$ cat src/rtl/pb_pulse_driver.sv
// Event-strobe to fixed-width external pulse driver.
// Queues bursts of events and replays them as slow, evenly spaced pulses.
module pb_pulse_driver #(
  parameter int DIV_COUNT  = 10,
  parameter int HIGH_TICKS = 4,
  parameter int GAP_TICKS  = 4,
  parameter int PEND_W     = 4
) (
  input  logic              i_clk,
  input  logic              i_rst,
  input  logic              i_evt,
  output logic              o_drive,
  output logic              o_busy,
  output logic [PEND_W-1:0] o_pending,
  output logic              o_overflow
);

  typedef enum logic [1:0] {
    IDLE,
    HIGH,
    GAP
  } state_t;

  localparam int CW =
    (DIV_COUNT > 1) ? $clog2(DIV_COUNT) : 1;
  localparam int MAXT =
    (HIGH_TICKS > GAP_TICKS) ? HIGH_TICKS : GAP_TICKS;
  localparam int PW =
    (MAXT > 1) ? $clog2(MAXT) : 1;

  localparam logic [CW-1:0] DIV_LAST =
    CW'(DIV_COUNT - 1);
  localparam logic [PW-1:0] HIGH_LAST =
    PW'(HIGH_TICKS - 1);
  localparam logic [PW-1:0] GAP_LAST =
    PW'(GAP_TICKS - 1);
  localparam logic [PEND_W-1:0] PEND_MAX = '1;

  logic [CW-1:0]     div_cnt;
  logic              tick;
  state_t            state;
  state_t            state_nx;
  logic [PW-1:0]     phase;
  logic [PW-1:0]     phase_nx;
  logic              deq;
  logic [PEND_W-1:0] pending;
  logic [PEND_W-1:0] pend_nx;
  logic              ovf_nx;
  logic              has_pend;
  logic              full;

  assign tick     = (div_cnt == DIV_LAST);
  assign has_pend = (pending != '0);
  assign full     = (pending == PEND_MAX);

  always_ff @(posedge i_clk or posedge i_rst) begin
    if (i_rst) begin
      div_cnt <= '0;
    end else if (tick) begin
      div_cnt <= '0;
    end else begin
      div_cnt <= div_cnt + 1'b1;
    end
  end

  // A tick-less cycle holds everything; a GAP end with work
  // queued skips IDLE so back-to-back pulses stay evenly spaced.
  always_comb begin
    state_nx = state;
    phase_nx = phase;
    deq      = 1'b0;
    if (tick) begin
      unique case (state)
        IDLE: begin
          if (has_pend) begin
            deq      = 1'b1;
            phase_nx = HIGH_LAST;
            state_nx = HIGH;
          end
        end
        HIGH: begin
          if (phase != '0) begin
            phase_nx = phase - 1'b1;
          end else begin
            phase_nx = GAP_LAST;
            state_nx = GAP;
          end
        end
        GAP: begin
          if (phase != '0) begin
            phase_nx = phase - 1'b1;
          end else if (has_pend) begin
            deq      = 1'b1;
            phase_nx = HIGH_LAST;
            state_nx = HIGH;
          end else begin
            state_nx = IDLE;
          end
        end
        default: begin
          state_nx = IDLE;
          phase_nx = '0;
        end
      endcase
    end
  end

  // Event plus dequeue cancel out, so a full queue can still
  // accept an event on the edge a pulse starts.
  always_comb begin
    pend_nx = pending;
    ovf_nx  = 1'b0;
    unique case (1'b1)
      (i_evt & ~deq & ~full): pend_nx = pending + 1'b1;
      (i_evt & ~deq & full):  ovf_nx  = 1'b1;
      (~i_evt & deq):         pend_nx = pending - 1'b1;
      default:                pend_nx = pending;
    endcase
  end

  always_ff @(posedge i_clk or posedge i_rst) begin
    if (i_rst) begin
      state      <= IDLE;
      phase      <= '0;
      pending    <= '0;
      o_drive    <= 1'b0;
      o_overflow <= 1'b0;
    end else begin
      state      <= state_nx;
      phase      <= phase_nx;
      pending    <= pend_nx;
      o_drive    <= (state_nx == HIGH);
      o_overflow <= ovf_nx;
    end
  end

  assign o_busy    = (state != IDLE);
  assign o_pending = pending;

endmodule

$ cat config.mk
export PLATFORM = sky130hd
export DESIGN_NAME = pb_pulse_driver
export DESIGN_NICKNAME = d
export VERILOG_FILES = /design/src/rtl/pb_pulse_driver.sv
export SDC_FILE = /design/constraint.sdc
export NUM_CORES = 1
export LEC_CHECK = 0
export CAP_MARGIN = 30
export CORE_MARGIN = 5
export CORE_UTILIZATION = 25
export DETAILED_ROUTE_END_ITERATION = 10
export GPL_TIMING_DRIVEN = 1
export MAX_ROUTING_LAYER = met4
export PLACE_DENSITY = 0.52
export SLEW_MARGIN = 5
export SYNTH_ARGS = -nofsm -noshare
export SYNTH_HDL_FRONTEND = slang
export SYNTH_SLANG_ARGS = --single-unit
$ cat constraint.sdc
create_clock -name i_clk -period 4.3 [get_ports i_clk]
set_input_delay 1.075 -clock i_clk [delete_from_list [all_inputs] [get_ports i_clk]]
set_output_delay 1.075 -clock i_clk [all_outputs]
set_load 0.05 [all_outputs]
---- Yosys cells after proc, flatten, opt, wreduce, memory -nomap -nowiden ----
Index checks and enable logic that the tools add are counted.
operators by class
  shift operators ......................... 0
  $lt $le $gt $ge ......................... 0
  add/subtract/negate cells ............... 4
  div/mod/pow operators ................... 0
  multiplexer cells ....................... 17
  bitwise logic cells ..................... 7
  multipliers ............................. 0
  reductions and logical operators ........ 5
  equality and inequality tests ........... 5
operators by type and width
  kind                                                                 number
  2-bit two-way mux                                                    7
  2-bit case mux with 3 select lines                                   2
  4-bit by 1-bit adder with 4-bit output (second input constant)       2
  4-bit == test (second input constant)                                2
  4-bit case mux with 2 select lines                                   1
  2-bit nonzero test                                                   3
  1-bit two-way mux                                                    5
  1-bit bitwise AND                                                    4
  2-bit by 1-bit == test with 1-bit output (second input constant)     2
  4-bit two-way mux                                                    1
  4-bit nonzero test                                                   1
  4-bit by 1-bit subtractor with 4-bit output (second input constant)  1
  1-bit NOT                                                            3
  2-bit == test (second input constant)                                1
  2-bit logical NOT                                                    1
  1-bit case mux with 2 select lines                                   1
  2-bit by 1-bit subtractor with 2-bit output (second input constant)  1
storage, ports and cells
  bits in read-only memories .............. 0
  bits in writable memories ............... 0
  latch bits .............................. 0
  memories kept ........................... 0
  input port bits ......................... 3
  register bits ........................... 14
  word-level logic and storage cells ...... 44

---- Depth between registers and ports, before layout ----
Gate-level depths: netlist of the first run.
  depth in word-level cells ............... 9
  depth in mapped cells ................... 12

---- Worst setup path before layout of the first run ----
OpenSTA, ideal clock, no wires.
  kind .................................... register -> register
  start point ............................. register pending[3] (netlist: o_pending[3])
  end point ............................... register pending[3] (netlist: o_pending[3])
  period minus slack after synthesis ...... 2,847 ps
  stages on the path, launching flop included .. 11
  library setup time ...................... 82 ps
  setup slack ............................. 1,453 ps
  arrival ................................. 2,765 ps
  buffers on the path ..................... 1
  path through ............................ dfrtp_1 -> nor4_1 -> or4_1 -> buf_2 -> or2_1 -> inv_1 -> ha_1 -> and3_1 -> or3_1 -> mux2i_1 -> xor2_1
between the ends
  longest elaborated chain between the ends .. 9
  elaborated cells on any way between the ends .. 15
RTL lines
  what                                                                      RTL line  text
  start: declaration                                                        46        logic [PEND_W-1:0] pending;
  start signal: assignment                                                  131       pending <= pend_nx;
  4-bit nonzero test                                                        53        assign has_pend = (pending != '0);
  1-bit two-way mux                                                         75, 92
  1-bit two-way mux                                                         90        if (phase != '0) begin
  1-bit case mux with 2 select lines                                        73        unique case (state)
  1-bit two-way mux                                                         72        if (tick) begin
  1-bit NOT                                                                 114       (i_evt & ~deq & ~full): pend_nx = pending + 1'b1;
  1-bit bitwise AND (2 in a row)                                            114
  4-bit case mux with 2 select lines or 2-bit nonzero test (tied branches)  --
Parallel ways exist; a longest one is shown, timed or not.
A chain may end at the register's enable or synchronous reset.

---- Final worst setup path of the first run ----
  start point ............................. register div_cnt[2]
  end point ............................... register pending[3] (netlist: o_pending[3])
between the ends
  longest elaborated chain between the ends .. 6
  elaborated cells on any way between the ends .. 8
RTL lines
  what                                                                      RTL line  text
  start: declaration                                                        39        logic [CW-1:0] div_cnt;
  start signal: assignment                                                  62        div_cnt <= div_cnt + 1'b1;
  4-bit == test (*)                                                         52        assign tick = (div_cnt == DIV_LAST);
  1-bit two-way mux (*)                                                     72
  1-bit NOT                                                                 114
  1-bit bitwise AND (2 in a row)                                            114
  4-bit case mux with 2 select lines or 2-bit nonzero test (tied branches)  --
Mark *: on every way between the ends. The rest lies on a longest branch, timed or not.

==> run summary, run 1 <==
Startpoint Class: register
TritonCTS clock tree: built
Async S/R FF share, synth: 100%
Post-Route WL: 1520 microns
Largest net degree at the start of global routing: 15
Site row count: 21
Synth Instances: 85
Antenna cells: 0
Power per cell area: 610 nW/um^2
#FFs+latches synth: 14
Syn_area_per_cell: 9.91 sq um
Prevailing post-synth register cell: dfrtp_1
Max-slew violations: 0
I/O Buffers: 9
Post-synth net total: 93
Fin. Hold Viols: 0
CTS sink cnt: 14
Peak Freq: 336 MHz
DRT Pass-1 Iters: 4
Setup Crit Path Kind: reg -> reg
Min cycle time layout: 2.98 ns
Vias in the first global route: 606
Area Growth Syn to Fin: 20.4%
DRC Markers: 0
Routed WL per cell: 10.8 microns
Synth cell types: 35
Hold Crit Class: reg -> reg
Placer Congestion: 0.756
Max_slew headroom: 65.0%
Placed cell count: 137
Run status: finished, final reports clean
Post-Syn Area: 842 sq um
Synth top area share: 41.6%
Final worst-path cycle share: 69.3%
Starting Density: 25.4%
Post-CTS sizing: 0
Leakage: 0.471 nW
Root buffer cell: clkbuf_4
Sequential cell area fraction in the yosys report: 41.6%
Max-Cap Viols: 0
Worst-Margin Slew: 0.525 ns
Net count, final: 104
CP required: 4.51 ns
Post-DRT Antenna Nets: 0
Clock Path Buffers: 2
CTS buffer count: 3
Finished Layout Cells: 141
Clock Skew: 0.00142 ns
Maximum vdd drop: 0.0939 mV
Die Y: 68.0 microns
Layout cells sized above 1: 7.37%
Via count: 600
Critical Path Sink Type: register
Worst EP arrival: 3.19 ns
Flop-to-flop setup slack: 1.32 ns
Initial DRC Count: 14
Top cell type by total area after synthesis: dfrtp_1
Hold Crit Depth: 1
Final setup viols: 0
Setup Buffers After CTS: 0
Htree depth: 1
Reg-to-reg endpoint: o_pending[3]
RSZ-0062 raised after global routing: false
GR Overflow Total: 0
Core area: 3310 sq um
Initial antenna violation count: 0
Synth warn: 0
First-pass GRT wire length: 2660 microns
Crit Path Max Fanout: 7
Hold_sp: phase[1]
Total global-route track usage: 7.99%
Hold Path End: phase[1]
R2R depth: 9
I/O Pins: 10
Die Wd: 68.0 microns
CTS Hold Bufs: 0
Clock edge transition at the registers on the reported setup and hold paths: 0.08 ns
Top cells by area, synth: dfrtp_1, ha_1, mux2i_1
DP Wirelength: 1210 microns
Setup TNS: 0 ns
Via density: 4.26
Reg2reg start: div_cnt[2]
Latest clock arrival within the worst-skew pair: 0.27 ns
Die area: 4630 sq um
Post-synth EDFFs: 0
-- cells in the mapped netlist (2+ instances only) --
cell type and count:
a21oi_1 5, nor2b_1 2, nor2_1 6, nand2_1 7, mux2i_1 4, o31ai_1 2
ha_1 4, clkbuf_1 2, or4_1 2, o21ai_0 2, xor2_1 3, a22oi_1 2
inv_1 9, dfrtp_1 14
-- stage by stage --
| step | hold slack [ns] | power (mW) | area [sq um] | setup slack (ns) | utilization (%) |
|---|---|---|---|---|---|
| final | 0.537 | 0.618 | 1010 | 1.32 | 30.6 |
| after global routing | 0.558 | 0.665 | 1010 | 1.11 | 30.6 |
| after CTS | 0.544 | 0.626 | 1010 | 1.29 | 30.6 |
| after detailed placement | 0.526 | 0.531 | 977 | 1.13 | 29.5 |
| after global placement | 0.521 | 0.528 | 977 | 1.20 | 29.5 |
| after floorplan | 0.497 | 0.444 | 842 | 1.45 | - |
-- layer usage --
layer / global-route usage, % / vias to the layer above / routed length, microns
met3: 1.48 / 2 / 24
met4: 5.96 / 0 / 25
met5: - / - / 0
met2: 12.0 / 5 / 768
met1: 9.43 / 277 / 698
li1: - / 316 / -
-- worst max-delay path by stage --
stage | start | end | slack, ns | cells after the start
3_5_place_dp | i_evt | o_pending[3] | 1.13 | 8
5_1_grt | phase[0] | o_pending[3] | 1.11 | 11
3_3_place_gp | i_evt | o_pending[3] | 1.20 | 8
4_1_cts | div_cnt[2] | o_pending[3] | 1.29 | 9
2_1_floorplan | o_pending[3] | o_pending[3] | 1.45 | 10
6_report | div_cnt[2] | o_pending[3] | 1.32 | 9
-- where the power goes --
group	switching [mW]	internal, mW
Sequential	0.0387	0.166
Combinational	0.189	0.130
Clock	0.0422	0.0515
-- placed cells by master (no fill, tap or decap), types with 3 or more instances in the layout --
cell             instances
clkdlybuf4s50_1          9
ha_1                     4
inv_1                    9
nor2_1                   6
nand2_1                  7
xor2_1                   3
a21oi_1                  5
dfrtp_1                 14
clkbuf_4                 3
mux2i_1                  4
-- final cells by class --
cell class,instances,area (sq um)
Sequential cell,14,350
Tap cell,46,57.6
Clock buffer,4,36.3
Inverter,9,33.8
Timing Repair Buffer,9,90.1
Multi-Input combinational cell,59,445
Fill cell,365,2300
-- critical path, cell delays in order (launching register included) --
cell and delay (ns):
dfrtp_1 0.45, nand4bb_4 0.30, or4_1 0.66, or2_1 0.29, inv_1 0.09, ha_1 0.27
and3_1 0.19, or3_1 0.35, mux2i_1 0.16, xor2_1 0.15
-- flip-flops by register name (all words and copies together) (netlist names) --
name / flops
o_drive: 1
state: 2
phase: 2
o_pending: 4
o_overflow: 1
div_cnt: 4
-- kinds of logic after synthesis --
kind of cell | synth area share, %
multiplexers | 6.09
flip-flops | 41.6
adder cells (fa/ha/maj) | 9.51
XOR/XNOR | 4.16
buffers and inverters | 5.50
AND/OR/NAND/NOR | 19.6
AO/OA/AOI/OAI | 13.5
No activity file was read; power rests on OpenSTA's default activity.
==> run 2: changes to the inputs <==
--- a/config.mk
+++ b/config.mk
@@ -11,7 +11,7 @@
 export DETAILED_ROUTE_END_ITERATION = 10
 export GPL_TIMING_DRIVEN = 1
 export MAX_ROUTING_LAYER = met4
-export PLACE_DENSITY = 0.52
+export PLACE_DENSITY = 0.53
 export SLEW_MARGIN = 5
 export SYNTH_ARGS = -nofsm -noshare
 export SYNTH_HDL_FRONTEND = slang
==> constraint.sdc (replaced) <==
create_clock -name i_clk -period 2.5 [get_ports i_clk]
set_input_delay 0.625 -clock i_clk [delete_from_list [all_inputs] [get_ports i_clk]]
set_output_delay 0.625 -clock i_clk [all_outputs]
set_load 0.05 [all_outputs]
==> run 2 against run 1 <==
The run now ends with negative setup slack left. Highest routed layer unchanged. Sequential power increased by 55%. Utilization grew 5.8 points. Register-to-register slack lost 1.4 ns. Power grew 98%. First-iteration DRC count up 93%. Clock power up 73%. Sequential share of layout area down 5.1 points. Cell count up 15%. Global-route usage is 1.1 points higher.
==> run summary, run 2 (synthesis results as in run 1) <==
Run status: finished with violations
Failing checks: negative setup slack
I/O Buffers: 9
Root buffer cell: clkbuf_4
Critical Path Sink Type: register
CTS buffer count: 3
Die Wd: 68.0 microns
Fin. Hold Viols: 0
TritonCTS clock tree: built
Min Hold Slack: 0.593 ns
First-pass GRT wire length: 3050 microns
Post-DRT Antenna Nets: 0
Htree depth: 1
Initial DRC Count: 27
Clock Path Buffers: 2
GR Overflow Total: 0
Clock Skew: 0.00150 ns
DP Wirelength: 1400 microns
Startpoint Class: register
Via density: 4.41
Routed WL per cell: 11.4 microns
Min cycle time layout: 2.56 ns
Area of the multi-input gates: 469 sq um
Power per cell area: 1020 nW/um^2
I/O Pins: 10
Placer Congestion: 0.751
Worst EP arrival: 2.76 ns
CTS sink cnt: 14
Pre-CTS setup slack: -0.126 ns
Die area: 4630 sq um
Final core utilization: 36.4%
Final setup viols: 1
Core area: 3310 sq um
Commonest non-fill, non-tap cell in the layout: buf_4
CP required: 2.70 ns
Max_slew headroom: 63.6%
Antenna cells: 0
Post-Route WL: 1840 microns
Area Growth Syn to Fin: 43.1%
# fillers: 354
DRC Markers: 0
CTS Hold Bufs: 0
Maximum vdd drop: 0.269 mV
Hold Crit Class: reg -> reg
Max-Cap Viols: 0
Via count: 714
Starting Density: 25.4%
Largest net degree at the start of global routing: 15
Total global-route track usage: 9.06%
Layout cells sized above 1: 31.9%
Clock edge transition at the registers on the reported setup and hold paths: 0.08 ns
Die Y: 68.0 microns
Design area: 1200 sq um
DP Area: 1140 sq um
Initial antenna violation count: 0
Most frequent cells in the layout: buf_4, dfrtp_1, inv_1, clkdlybuf4s50_1, nand2_1
RSZ-0062 raised after global routing: true
Leakage: 0.567 nW
Net count, final: 125
DRT Pass-1 Iters: 2
Latest clock arrival within the worst-skew pair: 0.28 ns
Max-slew violations: 0
Final worst-path cycle share: 102%
Crit Path Max Fanout: 2
Vias in the first global route: 692
Setup Crit Path Kind: reg -> reg
Worst setup margin: -0.0551 ns
Worst-Margin Slew: 0.545 ns
Peak Freq: 391 MHz
Register area: 355 sq um
Site row count: 21
run 2: per-layer routing:
metal / vias up / GRT usage [%] / wire, microns / part of all wire [%]
li1: 361 / - / - / -
met1: 341 / 10.5 / 865 / 47
met2: 10 / 15.0 / 891 / 48
met3: 2 / 2.96 / 71 / 3.9
met4: 0 / 2.23 / 11 / 0.60
met5: - / - / 0 / 0
run 2: worst max-delay path: stages (launching register included):
cell	delay, ns
dfrtp_1	0.38
nand4bb_4	0.22
or4_4	0.52
or2_4	0.26
inv_4	0.06
ha_1	0.22
and3_4	0.18
or3_1	0.30
mux2i_1	0.16
xor2_1	0.16
run 2: path summary, 6_finish.rpt:
kind                              startpoint           end  slack (ns)  cells past startpoint
worst max-delay path              div_cnt[2]  o_pending[3]       -0.06                      9
worst min-delay path            o_pending[3]  o_pending[3]        0.59                      2
worst max register to register    div_cnt[2]  o_pending[3]       -0.06                      9
worst min register to register  o_pending[3]  o_pending[3]        0.59                      2
max in group asynchronous              i_rst  o_pending[0]        1.43                      2
min in group asynchronous              i_rst    div_cnt[2]        0.68                      2
run 2: report_power, final:
part / total (mW) / internal, mW / leakage (nW) / switching [mW]
combinational: 0.744 / 0.334 / 0.383 / 0.409
sequential: 0.318 / 0.291 / 0.163 / 0.0271
clock: 0.162 / 0.0886 / 0.0210 / 0.0738
total: 1.22 / 0.714 / 0.567 / 0.510
run 2: through the flow:
| step | instances | total power, mW | setup TNS [ns] |
|---|---|---|---|
| after floorplan | 85 | 0.791 | -0.231 |
| after global placement | 156 | 1.04 | -0.0714 |
| after detailed placement | 156 | 1.05 | -0.126 |
| after CTS | 162 | 1.23 | -0.117 |
| after global routing | 162 | 1.30 | -0.174 |
| final | 162 | 1.22 | -0.0551 |
run 2: repair_timing:
| item | CTS | global route |
|---|---|---|
| setup buffers | 2 | 0 |
| gates resized for setup | 2 | 1 |
| setup endpoints to repair | 1 | 3 |
| pin swaps | 5 | 3 |
run 2: cell type report:
type                            count  area share, %
Inverter                            9           3.01
Tap cell                           46           4.78
Sequential cell                    14           29.5
Multi-Input combinational cell     59           38.9
Clock buffer                        4           3.01
Timing Repair Buffer               30           20.8
==> run 3: changes to the inputs <==
--- a/config.mk
+++ b/config.mk
@@ -7,11 +7,11 @@
 export LEC_CHECK = 0
 export CAP_MARGIN = 30
 export CORE_MARGIN = 5
-export CORE_UTILIZATION = 25
+export CORE_UTILIZATION = 48
 export DETAILED_ROUTE_END_ITERATION = 10
 export GPL_TIMING_DRIVEN = 1
 export MAX_ROUTING_LAYER = met4
-export PLACE_DENSITY = 0.53
+export PLACE_DENSITY = 0.83
 export SLEW_MARGIN = 5
 export SYNTH_ARGS = -nofsm -noshare
 export SYNTH_HDL_FRONTEND = slang
==> run 3 against run 2 <==
The run still ends with negative setup slack left. Combinational power increased by 5.1%. Flip-flop and latch count unchanged. Highest routed layer unchanged. Largest power group unchanged. First-iteration DRC count decreased by 56%. Sequential power increased by 4%.
==> run summary, run 3 (synthesis results as in run 1) <==
Failing checks: negative setup slack
Peak Freq: 385 MHz
RSZ-0062 raised after global routing: true
Internal: 741 uW
Tot Pwr: 1.28 mW
Vias in the first global route: 703
Crit path buffers/inverters: 1
DRT Pass-1 Iters: 4
Final worst-path cycle share: 104%
Cell Chain, Critical Path: nand4bb_4, or4_4, or2_4, inv_4, ha_4, and3_4, or3_1, mux2i_1, xor2_1
Via count: 747
Routed WL per cell: 15.2 microns
CP peak stage delay: 0.52 ns
Crit Path Max Fanout: 2
I/O Buffers: 9
Clock Path Buffers: 2
Initial antenna violation count: 0
Finished Layout Cells: 136
Area Growth Syn to Fin: 43.2%
Maximum vdd drop: 0.479 mV
Total global-route track usage: 17.5%
Layout cells sized above 1: 36.1%
Htree depth: 1
CTS buffer count: 3
DP Wirelength: 1410 microns
CP required: 2.70 ns
Post-Route WL: 2070 microns
CTS Hold Bufs: 0
Max-slew violations: 0
Die Y: 51.9 microns
Hold Crit Class: reg -> reg
Sequential Power Share: 26.0%
P_sw: 539 uW
Antenna cells: 0
CTS sink cnt: 14
Combinational share of power: 61.1%
Die Wd: 51.9 microns
GR Overflow Total: 0
Crit-path leading delay family: simple AND/OR/NAND/NOR gates
Net count, final: 128
Clock Skew: 0.00400 ns
Clock edge transition at the registers on the reported setup and hold paths: 0.09 ns
Hold Crit Depth: 2
First-pass GRT wire length: 3260 microns
Power per cell area: 1060 nW/um^2
Root buffer cell: clkbuf_4
Commonest non-fill, non-tap cell in the layout: buf_4
Starting Density: 49.9%
Setup TNS: -0.0977 ns
Slowest cell on crit path: or4_4
Final core utilization: 71.4%
Worst setup margin: -0.0977 ns
Post-DRT Antenna Nets: 0
Most frequent cells in the layout: buf_4, dfrtp_1, clkdlybuf4s50_1
Startpoint Class: register
Core area: 1690 sq um
Sw frac: 42.1%
Leakage: 0.581 nW
Site row count: 15
Max_slew headroom: 64.8%
Run status: finished with violations
Setup Crit Path Kind: reg -> reg
Largest net degree at the start of global routing: 15
TritonCTS clock tree: built
Critical Path Stages: 9
DRC Markers: 0
Worst EP arrival: 2.80 ns
I/O Pins: 10
R2R depth: 9
Placer Congestion: 0.924
Via density: 5.49
Critical Path Sink Type: register
Initial DRC Count: 12
Min cycle time layout: 2.60 ns
Placed cell count: 126
Latest clock arrival within the worst-skew pair: 0.28 ns
Die area: 2690 sq um
Final setup viols: 1
Fin. Hold Viols: 0
Clock power frac: 13.0%
Max-Cap Viols: 0
Worst-Margin Slew: 0.527 ns
==> run 3: changes by cell type in the layout (fill, tap and decap cells not counted), sizes merged <==
cell,change
buf,+3
==> run 3: final cells by class <==
type / instances / area [sq um]
multi-input combinational: 59 / 484
fill: 117 / 483
sequential: 14 / 355
timing repair buffer: 33 / 273
clock buffer: 4 / 36.3
inverter: 9 / 36.3
tap: 17 / 21.3
==> run 3: worst paths after layout <==
kind / from / endpoint / slack [ns]
hold reg to reg: phase[1] / phase[1] / 0.62
setup / recovery: div_cnt[2] / o_pending[3] / -0.1
hold / removal: phase[1] / phase[1] / 0.62
min in group asynchronous: i_rst / div_cnt[1] / 0.68
setup reg to reg: div_cnt[2] / o_pending[3] / -0.1
max in group asynchronous: i_rst / o_pending[3] / 1.44
==> run 3: per-layer routing <==
| layer | up-vias | GRT usage [%] | wire, microns |
|---|---|---|---|
| met5 | - | - | 0 |
| met4 | 0 | 9.17 | 45 |
| met3 | 4 | 3.44 | 53 |
| met2 | 18 | 26.6 | 1030 |
| met1 | 358 | 21.9 | 931 |
| li1 | 367 | - | - |
==> run 3: timing repair <==
item	4_1_cts	5_1_grt
cloned	0	0
gates resized for setup	3	3
pin swaps	5	4
endpoints found under the setup margin	1	2
buffers inserted	2	4
==> run 3: tightest hold or removal path, stage by stage, from the launching register on <==
cell,delay (ns)
dfrtp_1,0.36
buf_4,0.12
o32a_1,0.12
==> run 3: metrics by stage <==
| step | area [sq um] | setup slack (ns) | hold slack (ns) |
|---|---|---|---|
| 3_3_place_gp | 1100 | -0.00841 | 0.566 |
| 6_report | 1210 | -0.0977 | 0.624 |
| 3_5_place_dp | 1100 | -0.101 | 0.582 |
| 2_1_floorplan | 872 | -0.231 | 0.497 |
| 5_1_grt | 1210 | -0.139 | 0.634 |
| 4_1_cts | 1170 | -0.101 | 0.595 |
==> run 3: power groups by stage <==
stage          Sequential (mW)  Combinational (mW)  Clock, mW
2_1_floorplan            0.474               0.317          0
3_3_place_gp             0.321               0.696          0
3_5_place_dp             0.324               0.716          0
4_1_cts                  0.327               0.737      0.167
5_1_grt                  0.333               0.840      0.180
6_report                 0.332               0.782      0.166
